## config.mk

```make
export PLATFORM = sky130hd
export DESIGN_NAME = imem_loader
export DESIGN_NICKNAME = d
export VERILOG_FILES = /design/src/rtl/imem_loader.sv
export SDC_FILE = /design/constraint.sdc
export NUM_CORES = 1
export LEC_CHECK = 0
export BUFFER_PORTS_ARGS = -buffer_cell sky130_fd_sc_hd__buf_2
export CORE_UTILIZATION = 54
export DETAILED_ROUTE_END_ITERATION = 8
export GPL_ROUTABILITY_DRIVEN = 1
export GPL_TIMING_DRIVEN = 0
export PLACE_DENSITY = 0.83
export SYNTH_ARGS = -nofsm -noshare
export SYNTH_HDL_FRONTEND = slang
export SYNTH_SLANG_ARGS = --single-unit
```

## constraint.sdc

```tcl
create_clock -name clk -period 4.45 [get_ports clk]
set_input_delay 1.335 -clock clk [delete_from_list [all_inputs] [get_ports clk]]
set_output_delay 1.335 -clock clk [all_outputs]
set_load 0.05 [all_outputs]
```

## src/rtl/imem_loader.sv

```systemverilog
// Byte-stream loader for instruction memory.
// Holds the core in reset until a checksum-verified program is written.
module imem_loader #(
   parameter int DW = 32,
   parameter int AW = 8
) (
   input  logic          clk,
   input  logic          rst,
   input  logic          load_start,
   input  logic          byte_valid,
   input  logic [7:0]    byte_data,
   output logic          byte_ready,
   output logic          mem_we,
   output logic [AW-1:0] mem_waddr,
   output logic [DW-1:0] mem_wdata,
   output logic          cpu_hold,
   output logic          done,
   output logic          error
);

   typedef enum logic [2:0] {
      S_IDLE,
      S_LEN0,
      S_LEN1,
      S_DATA,
      S_WRITE,
      S_CSUM,
      S_DONE,
      S_ERR
   } state_t;

   localparam logic [16:0] DEPTH = 17'(1) << AW;

   state_t        state, state_n;
   logic [15:0]   len, len_n;
   logic [16:0]   wcnt, wcnt_n;
   logic [1:0]    bidx, bidx_n;
   logic [7:0]    csum, csum_n;
   logic [AW-1:0] waddr_n;
   logic [DW-1:0] wdata_n;
   logic          ready_n, we_n, hold_n, done_n, err_n;
   logic          xfer;
   logic [15:0]   len_full;

   assign xfer     = byte_valid & byte_ready;
   assign len_full = {byte_data, len[7:0]};

   always_comb begin
      state_n = state;
      len_n   = len;
      wcnt_n  = wcnt;
      bidx_n  = bidx;
      csum_n  = csum;
      waddr_n = mem_waddr;
      wdata_n = mem_wdata;
      unique case (state)
         S_IDLE, S_DONE, S_ERR: begin
            if (load_start) begin
               state_n = S_LEN0;
               waddr_n = '0;
               csum_n  = '0;
               bidx_n  = '0;
               wcnt_n  = '0;
            end
         end
         S_LEN0: begin
            if (xfer) begin
               len_n[7:0] = byte_data;
               state_n    = S_LEN1;
            end
         end
         S_LEN1: begin
            if (xfer) begin
               len_n[15:8] = byte_data;
               if (len_full == 16'd0)
                  state_n = S_CSUM;
               else if ({1'b0, len_full} > DEPTH)
                  state_n = S_ERR;
               else
                  state_n = S_DATA;
            end
         end
         S_DATA: begin
            if (xfer) begin
               wdata_n[{bidx, 3'b000} +: 8] = byte_data;
               csum_n = csum ^ byte_data;
               bidx_n = bidx + 2'd1;
               if (bidx == 2'd3)
                  state_n = S_WRITE;
            end
         end
         S_WRITE: begin
            wcnt_n = wcnt + 17'd1;
            // increment only when another word follows, so the
            // address never wraps past the last written word
            if (wcnt_n < {1'b0, len}) begin
               waddr_n = mem_waddr + AW'(1);
               state_n = S_DATA;
            end else begin
               state_n = S_CSUM;
            end
         end
         S_CSUM: begin
            if (xfer)
               state_n = (byte_data == csum) ? S_DONE : S_ERR;
         end
      endcase
   end

   always_comb begin
      ready_n = (state_n == S_LEN0) || (state_n == S_LEN1) ||
                (state_n == S_DATA) || (state_n == S_CSUM);
      we_n    = (state_n == S_WRITE);
      hold_n  = (state_n != S_DONE);
      done_n  = (state_n == S_DONE);
      err_n   = (state_n == S_ERR);
   end

   always_ff @(posedge clk or negedge rst) begin
      if (!rst) begin
         state      <= S_IDLE;
         len        <= '0;
         wcnt       <= '0;
         bidx       <= '0;
         csum       <= '0;
         mem_waddr  <= '0;
         mem_wdata  <= '0;
         byte_ready <= 1'b0;
         mem_we     <= 1'b0;
         cpu_hold   <= 1'b1;
         done       <= 1'b0;
         error      <= 1'b0;
      end else begin
         state      <= state_n;
         len        <= len_n;
         wcnt       <= wcnt_n;
         bidx       <= bidx_n;
         csum       <= csum_n;
         mem_waddr  <= waddr_n;
         mem_wdata  <= wdata_n;
         byte_ready <= ready_n;
         mem_we     <= we_n;
         cpu_hold   <= hold_n;
         done       <= done_n;
         error      <= err_n;
      end
   end

endmodule

```

==> metrics.cfg, run 1 <==
[status]
status = finished clean

[grt]
grt_max_degree = 60
gr-total-overflow = 0
grt_pass1_vias = 3707
grt_pass1_wl_um = 17200
grtUsageTotal_pct = 24.6
grt_antenna_before_repair = 0

[die]
fp-row-count = 33
core-area_um2 = 8340
die_w_um = 95.5
ios = 57
start_util_pct = 56.6
die_area_um2 = 9120
die_y_um = 95.5

[critical_path]
crit_arrival_ps = 4320
crit_path_max_fanout = 7
r2r_slack_ps = 430
endpoint_kind = register
startpoint_type = register
reg2regPathDepth = 15
timing.rr.start = wcnt[2]$_DFFE_PN0P_
reg2reg_to = mem_waddr[6]$_DFFE_PN0P_
crit_required_ps = 4740
crit_type = register to register

[placed_design]
portBuffers = 49
placed_cell_area_um2 = 5130
place_ws_ps = 169
dp.final_hpwl_um = 7590
routabilityCongestion = 0.799

[synth]
synth_area_um2 = 4720
synth.top_cells.by_area = dfrtp_1 48%, nand2_1 11%, o21ai_0 9.5%, ha_1 6.1%, xnor2_1 2.8%
synth.most_common_cell = nand2_1
yosys.area.top_type_share_pct = 47.7
ys_seq_area_share_pct = 48.3
synth_area_per_cell_um2 = 8.66
ys.flop_type = dfrtp_1
syn_inst = 545
yosysTopAreaCell = dfrtp_1
syn_nets = 580
synthTopCellsByCount = 133 x nand2_1, 90 x dfrtp_1, 90 x o21ai_0
ys_ff_latch = 91
synth_edf_count = 0
async_flop_share_pct = 100
yosys_warnings = 0
synth_cell_types = 42

[power_and_ir_drop]
netSwitchingFraction_pct = 47.0
p_switching_mw = 1.48
p_int_mw = 1.67
p_leak_nw = 2.51
power_frac_clock_pct = 16.4
p_per_area_nw_per_um2 = 593
p_total_mw = 3.15
combinationalPowerShare_pct = 44.2
seqPwrFrac_pct = 39.4
vdd_drop_max_mv = 0.249

[finish]
design_area_um2 = 5320
fin_util_pct = 63.7
area_growth_pct = 12.6
antenna_cells = 0
fin_nets = 641
drive_above_1_share_pct = 11.8

[clock_network]
cts_buffers = 9
htreeDepth = 3
postCtsSetupBuffers = 0
clock_latency_ps = 370
path_clk_slew_ps = 90
cts-root-buf = clkbuf_8
cts_tree = yes
ctsLongestPathBuffers = 2
cts.sinks = 91

[timing]
fmax_ghz = 0.249
maxSlewViolCount = 0
clock_skew_ps = 8.72
hold_viol = 0
setup_ws_ps = 427
rsz0062_at_grt = no
min_period_ps = 4020
slew_headroom_pct = 39.4
tightestPinTransition_ps = 902
setup-tns-final_ps = 0
setup_viol = 0
finalCritPeriodShare_pct = 90.4

[routing]
drtIter0Drc = 208
drt-pass1-iter-count = 5
drt-total-wl_um = 10700
final_antenna_net_count = 0
avgViaCountPerCell = 5.66
wl_per_cell_um = 14.9
drc_errors = 0
num_vias = 4051

[min_path]
worstHoldPathCells = 2
worstHoldPathType = register to register
hold_end = mem_wdata[31]$_DFFE_PN0P_
min_from = mem_wdata[31]$_DFFE_PN0P_

[run]
max-cap-violations = 0

[final cells by class]
cell class | count | area [um^2]
buffer | 30 | 118
clock buffer | 9 | 124
clock inverter | 7 | 52.6
fill | 689 | 3030
inverter | 21 | 78.8
multi-input combinational | 403 | 2260
sequential | 91 | 2280
tap | 105 | 131
timing repair buffer | 50 | 275
[what timing repair did]
item / in CTS / in global routing
endpoints found under the setup margin: 0 / 7
resized for setup: 0 / 2
hold buffers: 0 / 0
[metal layers]
layer	up-vias	track usage, %	part of all wire (%)
li1	1982	-	-
met1	1934	30.9	44
met2	122	42.6	49
met3	13	4.31	5.1
met4	0	8.33	1.4
met5	-	0	0
[per-stage QoR]
stage | instances | hold WS (ps)
final | 716 | 481
after global routing | 716 | 511
after CTS | 716 | 485
after detailed placement | 700 | 465
after global placement | 699 | 455
after floorplan | 545 | 471
[placed cells by master (no fill, tap or decap), types with 7 or more instances in the layout]
cell / n
inv_1: 21
nand2_1: 133
o21ai_0: 90
nor3_1: 9
o31ai_1: 11
a21oi_1: 10
nor2_1: 20
xnor2_1: 15
nand3_1: 20
xor2_1: 11
dfrtp_1: 90
nor4_1: 7
ha_1: 23
clkbuf_1: 27
buf_2: 48
clkbuf_8: 9
[flip-flops by register name, summed over array words and instances, names as in the netlist]
signal / flops
bidx: 2
byte_ready: 1
cpu_hold: 1
csum: 8
done: 1
error: 1
len: 16
mem_waddr: 8
mem_wdata: 32
mem_we: 1
state: 3
wcnt: 17
[cells by family (layout without fill, tap and decap cells)]
kind of cell / count (synthesis) / count (layout) / share of synthesized area, %
xor gates and xnor gates: 26 / 26 / 4.82
adders and majority gates: 23 / 23 / 6.10
and+or+nand+nor: 223 / 223 / 21.0
muxes: 2 / 2 / 0.451
buffers and inverters: 51 / 117 / 4.16
DFF: 91 / 91 / 48.3
AOI/OAI and AO/OA: 129 / 129 / 15.2
[critical path, stage by stage (launching register included)]
cell and delay [ps]:
dfrtp_1 470, nand4_1 240, nor3_4 340, nand2_1 160
nor2_1 330, nand3_1 180, xnor2_1 190, ha_1 250
o21ai_0 100, nor2_1 60, and2_1 150, or3_1 350
or3_1 350, clkbuf_2 170, or4_1 480, a21oi_1 150
[power groups by stage]
stage | clock (mW) | sequential (mW) | combinational, mW
final | 0.516 | 1.24 | 1.39
after global routing | 0.562 | 1.28 | 1.54
after CTS | 0.527 | 1.24 | 1.39
after detailed placement | 0 | 1.25 | 1.39
after global placement | 0 | 1.24 | 1.34
after floorplan | 0 | 1.67 | 0.618
[how the worst max path moves through the flow]
stage	start	endpoint	cells after the start
final	wcnt[2]$_DFFE_PN0P_	mem_waddr[6]$_DFFE_PN0P_	15
after floorplan	wcnt[2]$_DFFE_PN0P_	mem_waddr[6]$_DFFE_PN0P_	14
after CTS	wcnt[2]$_DFFE_PN0P_	mem_waddr[6]$_DFFE_PN0P_	15
after global placement	wcnt[2]$_DFFE_PN0P_	mem_waddr[6]$_DFFE_PN0P_	14
after global routing	wcnt[2]$_DFFE_PN0P_	mem_waddr[6]$_DFFE_PN0P_	14
after detailed placement	wcnt[2]$_DFFE_PN0P_	mem_waddr[6]$_DFFE_PN0P_	15
No activity file was read; power rests on OpenSTA's default activity.
==> inputs of run 2 (changes only) <==
--- a/config.mk
+++ b/config.mk
@@ -6,11 +6,11 @@
 export NUM_CORES = 1
 export LEC_CHECK = 0
 export BUFFER_PORTS_ARGS = -buffer_cell sky130_fd_sc_hd__buf_2
-export CORE_UTILIZATION = 54
+export CORE_UTILIZATION = 30
 export DETAILED_ROUTE_END_ITERATION = 8
 export GPL_ROUTABILITY_DRIVEN = 1
 export GPL_TIMING_DRIVEN = 0
-export PLACE_DENSITY = 0.83
+export PLACE_DENSITY = 0.55
 export SYNTH_ARGS = -nofsm -noshare
 export SYNTH_HDL_FRONTEND = slang
 export SYNTH_SLANG_ARGS = --single-unit
==> run 2 against run 1 <==
- global-route usage shrank 9.4 points
- highest routed layer unchanged
- clock skew shrank 1.6 ps
- wire length grew 11%
- utilization shrank 27 points
- cell area grew 6.0%
- sequential cell count is the same
- total power grew 13%
- worst hold slack lost 5.0 ps
- largest power group unchanged
- sequential power is essentially flat
- combinational power is essentially flat
==> metrics.cfg, run 2 (synthesized netlist as in run 1, its figures left out) <==
[status]
status = finished clean

[clock_network]
cts_buffers = 9  ; unchanged
ctsLongestPathBuffers = 2  ; unchanged
postCtsSetupBuffers = 0  ; unchanged
htreeDepth = 3  ; unchanged
cts-root-buf = clkbuf_16
cts_resized = 0  ; unchanged
cts_tree = yes
clock_latency_ps = 350  ; -20 ps
path_clk_slew_ps = 60  ; -30 ps
cts.sinks = 91  ; unchanged
cts_hold_buffers = 0  ; unchanged

[finish]
nFillCells = 1530  ; +120%
fin_nets = 641  ; unchanged
final_common_cell = nand2_1
largest_reg_flops = 32  ; unchanged
final_cells = 822  ; +15%
area_growth_pct = 19.4
drive_above_1_share_pct = 11.8  ; unchanged
regMostFlops = mem_wdata
top_regs = mem_wdata x32, wcnt x17, len x16
design_area_um2 = 5640  ; +6.0%
antenna_cells = 0  ; unchanged
mostFrequentLayoutCells = 133 x nand2_1, 90 x o21ai_0, 90 x dfrtp_1

[timing]
setup-tns-final_ps = 0  ; unchanged
setup_viol = 0  ; unchanged
clock_skew_ps = 7.10  ; -1.63 ps
fin_hold_ws_ps = 476  ; -4.97 ps
fmax_ghz = 0.245  ; -1.4%
slew_headroom_pct = 40.4  ; +0.99 points
hold_viol = 0  ; unchanged
setup_ws_ps = 371  ; -55.3 ps
rsz0062_at_grt = no
tightestPinTransition_ps = 892  ; -9.84 ps
finalCritPeriodShare_pct = 91.7  ; +1.2 points
maxSlewViolCount = 0  ; unchanged
min_period_ps = 4080  ; +55.3 ps

[placed_design]
dp.final_hpwl_um = 8300  ; +9.3%
place_inst = 806  ; +15%
routabilityCongestion = 0.793  ; -0.81%
place_ws_ps = 86.5  ; -82.3 ps
placed_cell_area_um2 = 5260  ; +2.6%
portBuffers = 49  ; unchanged

[grt]
grt_antenna_before_repair = 0  ; unchanged
grtUsageTotal_pct = 15.2  ; -9.4 points
grt_max_degree = 57  ; -5.0%
gr-total-overflow = 0  ; unchanged
grt_pass1_vias = 3756  ; +1.3%
grt_pass1_wl_um = 19200  ; +11%

[die]
start_util_pct = 30.9  ; -26 points
ios = 57  ; unchanged
die_area_um2 = 16200  ; +78%
die_w_um = 127  ; +33%
core-area_um2 = 15300  ; +83%
die_y_um = 127  ; +33%
fp-row-count = 45  ; +36%

[routing]
drc_errors = 0  ; unchanged
final_antenna_net_count = 0  ; unchanged
num_vias = 4038  ; -0.32%
drtIter0Drc = 195  ; -6.3%
wl_per_cell_um = 14.3  ; -3.7%
drt-total-wl_um = 11800  ; +11%
drt-pass1-iter-count = 7  ; +2
avgViaCountPerCell = 4.91  ; -13%

[power_and_ir_drop]
vdd_drop_max_mv = 0.269  ; +7.8%
p_per_area_nw_per_um2 = 635  ; +7.0%
p_leak_nw = 2.60  ; +3.6%

[critical_path]
path_buf_inv = 1  ; unchanged
endpoint_kind = register
worstPathCellList = nand4_1 > nor3_4 > nand2_1 > nor2_1 > xor2_1 > ha_1 > nor3_1 > nor2_1 > and2_1 > or3_1 > or3_1 > clkbuf_2 > or4_1 > a21oi_1
crit_required_ps = 4720  ; -20 ps
crit_arrival_ps = 4350  ; +30 ps
cpMaxStageDelayCell = or4_1
max_stage_delay_ps = 490  ; about the same
crit_type = register to register
crit_path_max_fanout = 7  ; unchanged
startpoint_type = register
path_delay_family = simple AND/OR/NAND/NOR gates

[run]
max-cap-violations = 0  ; unchanged

[min_path]
worstHoldPathType = register to register

run 2: metal layers:
layer	GRT usage [%]	part of all wire, %	up-vias
met5	0	0	-
met4	6.79	2.3	0
met3	2.64	4.0	18
met2	24.6	46	104
met1	19.9	47	1928
li1	-	-	1988
run 2: worst reg2reg max path: stages, from the launching register on:
cell and delay, ps:
dfrtp_1 460, nand4_1 240, nor3_4 340, nand2_1 160, nor2_1 320, xor2_1 230
ha_1 260, nor3_1 270, nor2_1 80, and2_1 150, or3_1 330, or3_1 350
clkbuf_2 180, or4_1 490, a21oi_1 150
run 2: layout make-up:
class / instances / area (um^2) / area share (%)
repair buffers: 50 / 275 / 4.88
flip-flops and latches: 91 / 2280 / 40.4
plain buffers: 30 / 118 / 2.09
multi-input cells: 403 / 2260 / 40.1
well taps: 211 / 264 / 4.68
inverters: 21 / 78.8 / 1.40
clock inverters: 7 / 139 / 2.46
clock buffers: 9 / 225 / 4.00
run 2: worst paths after layout:
| path | from | endpoint | slack, ps | cells past startpoint |
|---|---|---|---|---|
| min in group asynchronous | rst | mem_wdata[7]$_DFFE_PN0P_ | 960 | 1 |
| setup / recovery | wcnt[2]$_DFFE_PN0P_ | mem_waddr[6]$_DFFE_PN0P_ | 370 | 14 |
| max in group asynchronous | rst | cpu_hold$_DFF_PN1_ | 2790 | 2 |
| setup reg to reg | wcnt[2]$_DFFE_PN0P_ | mem_waddr[6]$_DFFE_PN0P_ | 370 | 14 |
| hold / removal | mem_wdata[4]$_DFFE_PN0P_ | mem_wdata[4]$_DFFE_PN0P_ | 480 | 2 |
| hold reg to reg | mem_wdata[4]$_DFFE_PN0P_ | mem_wdata[4]$_DFFE_PN0P_ | 480 | 2 |
run 2: stage by stage:
| stage | utilization, % | power [mW] |
|---|---|---|
| 4_1_cts | 36.9 | 3.61 |
| 5_1_grt | 36.9 | 3.82 |
| 3_5_place_dp | 34.5 | 2.66 |
| 3_3_place_gp | 34.3 | 2.61 |
| 6_report | 36.9 | 3.58 |
| 2_1_floorplan | - | 2.29 |
run 2: power breakdown:
group	total [mW]	internal (mW)	switching, mW
registers	1.25	1.08	0.165
logic	1.39	0.381	1.01
clock network	0.937	0.606	0.331
total	3.58	2.07	1.51
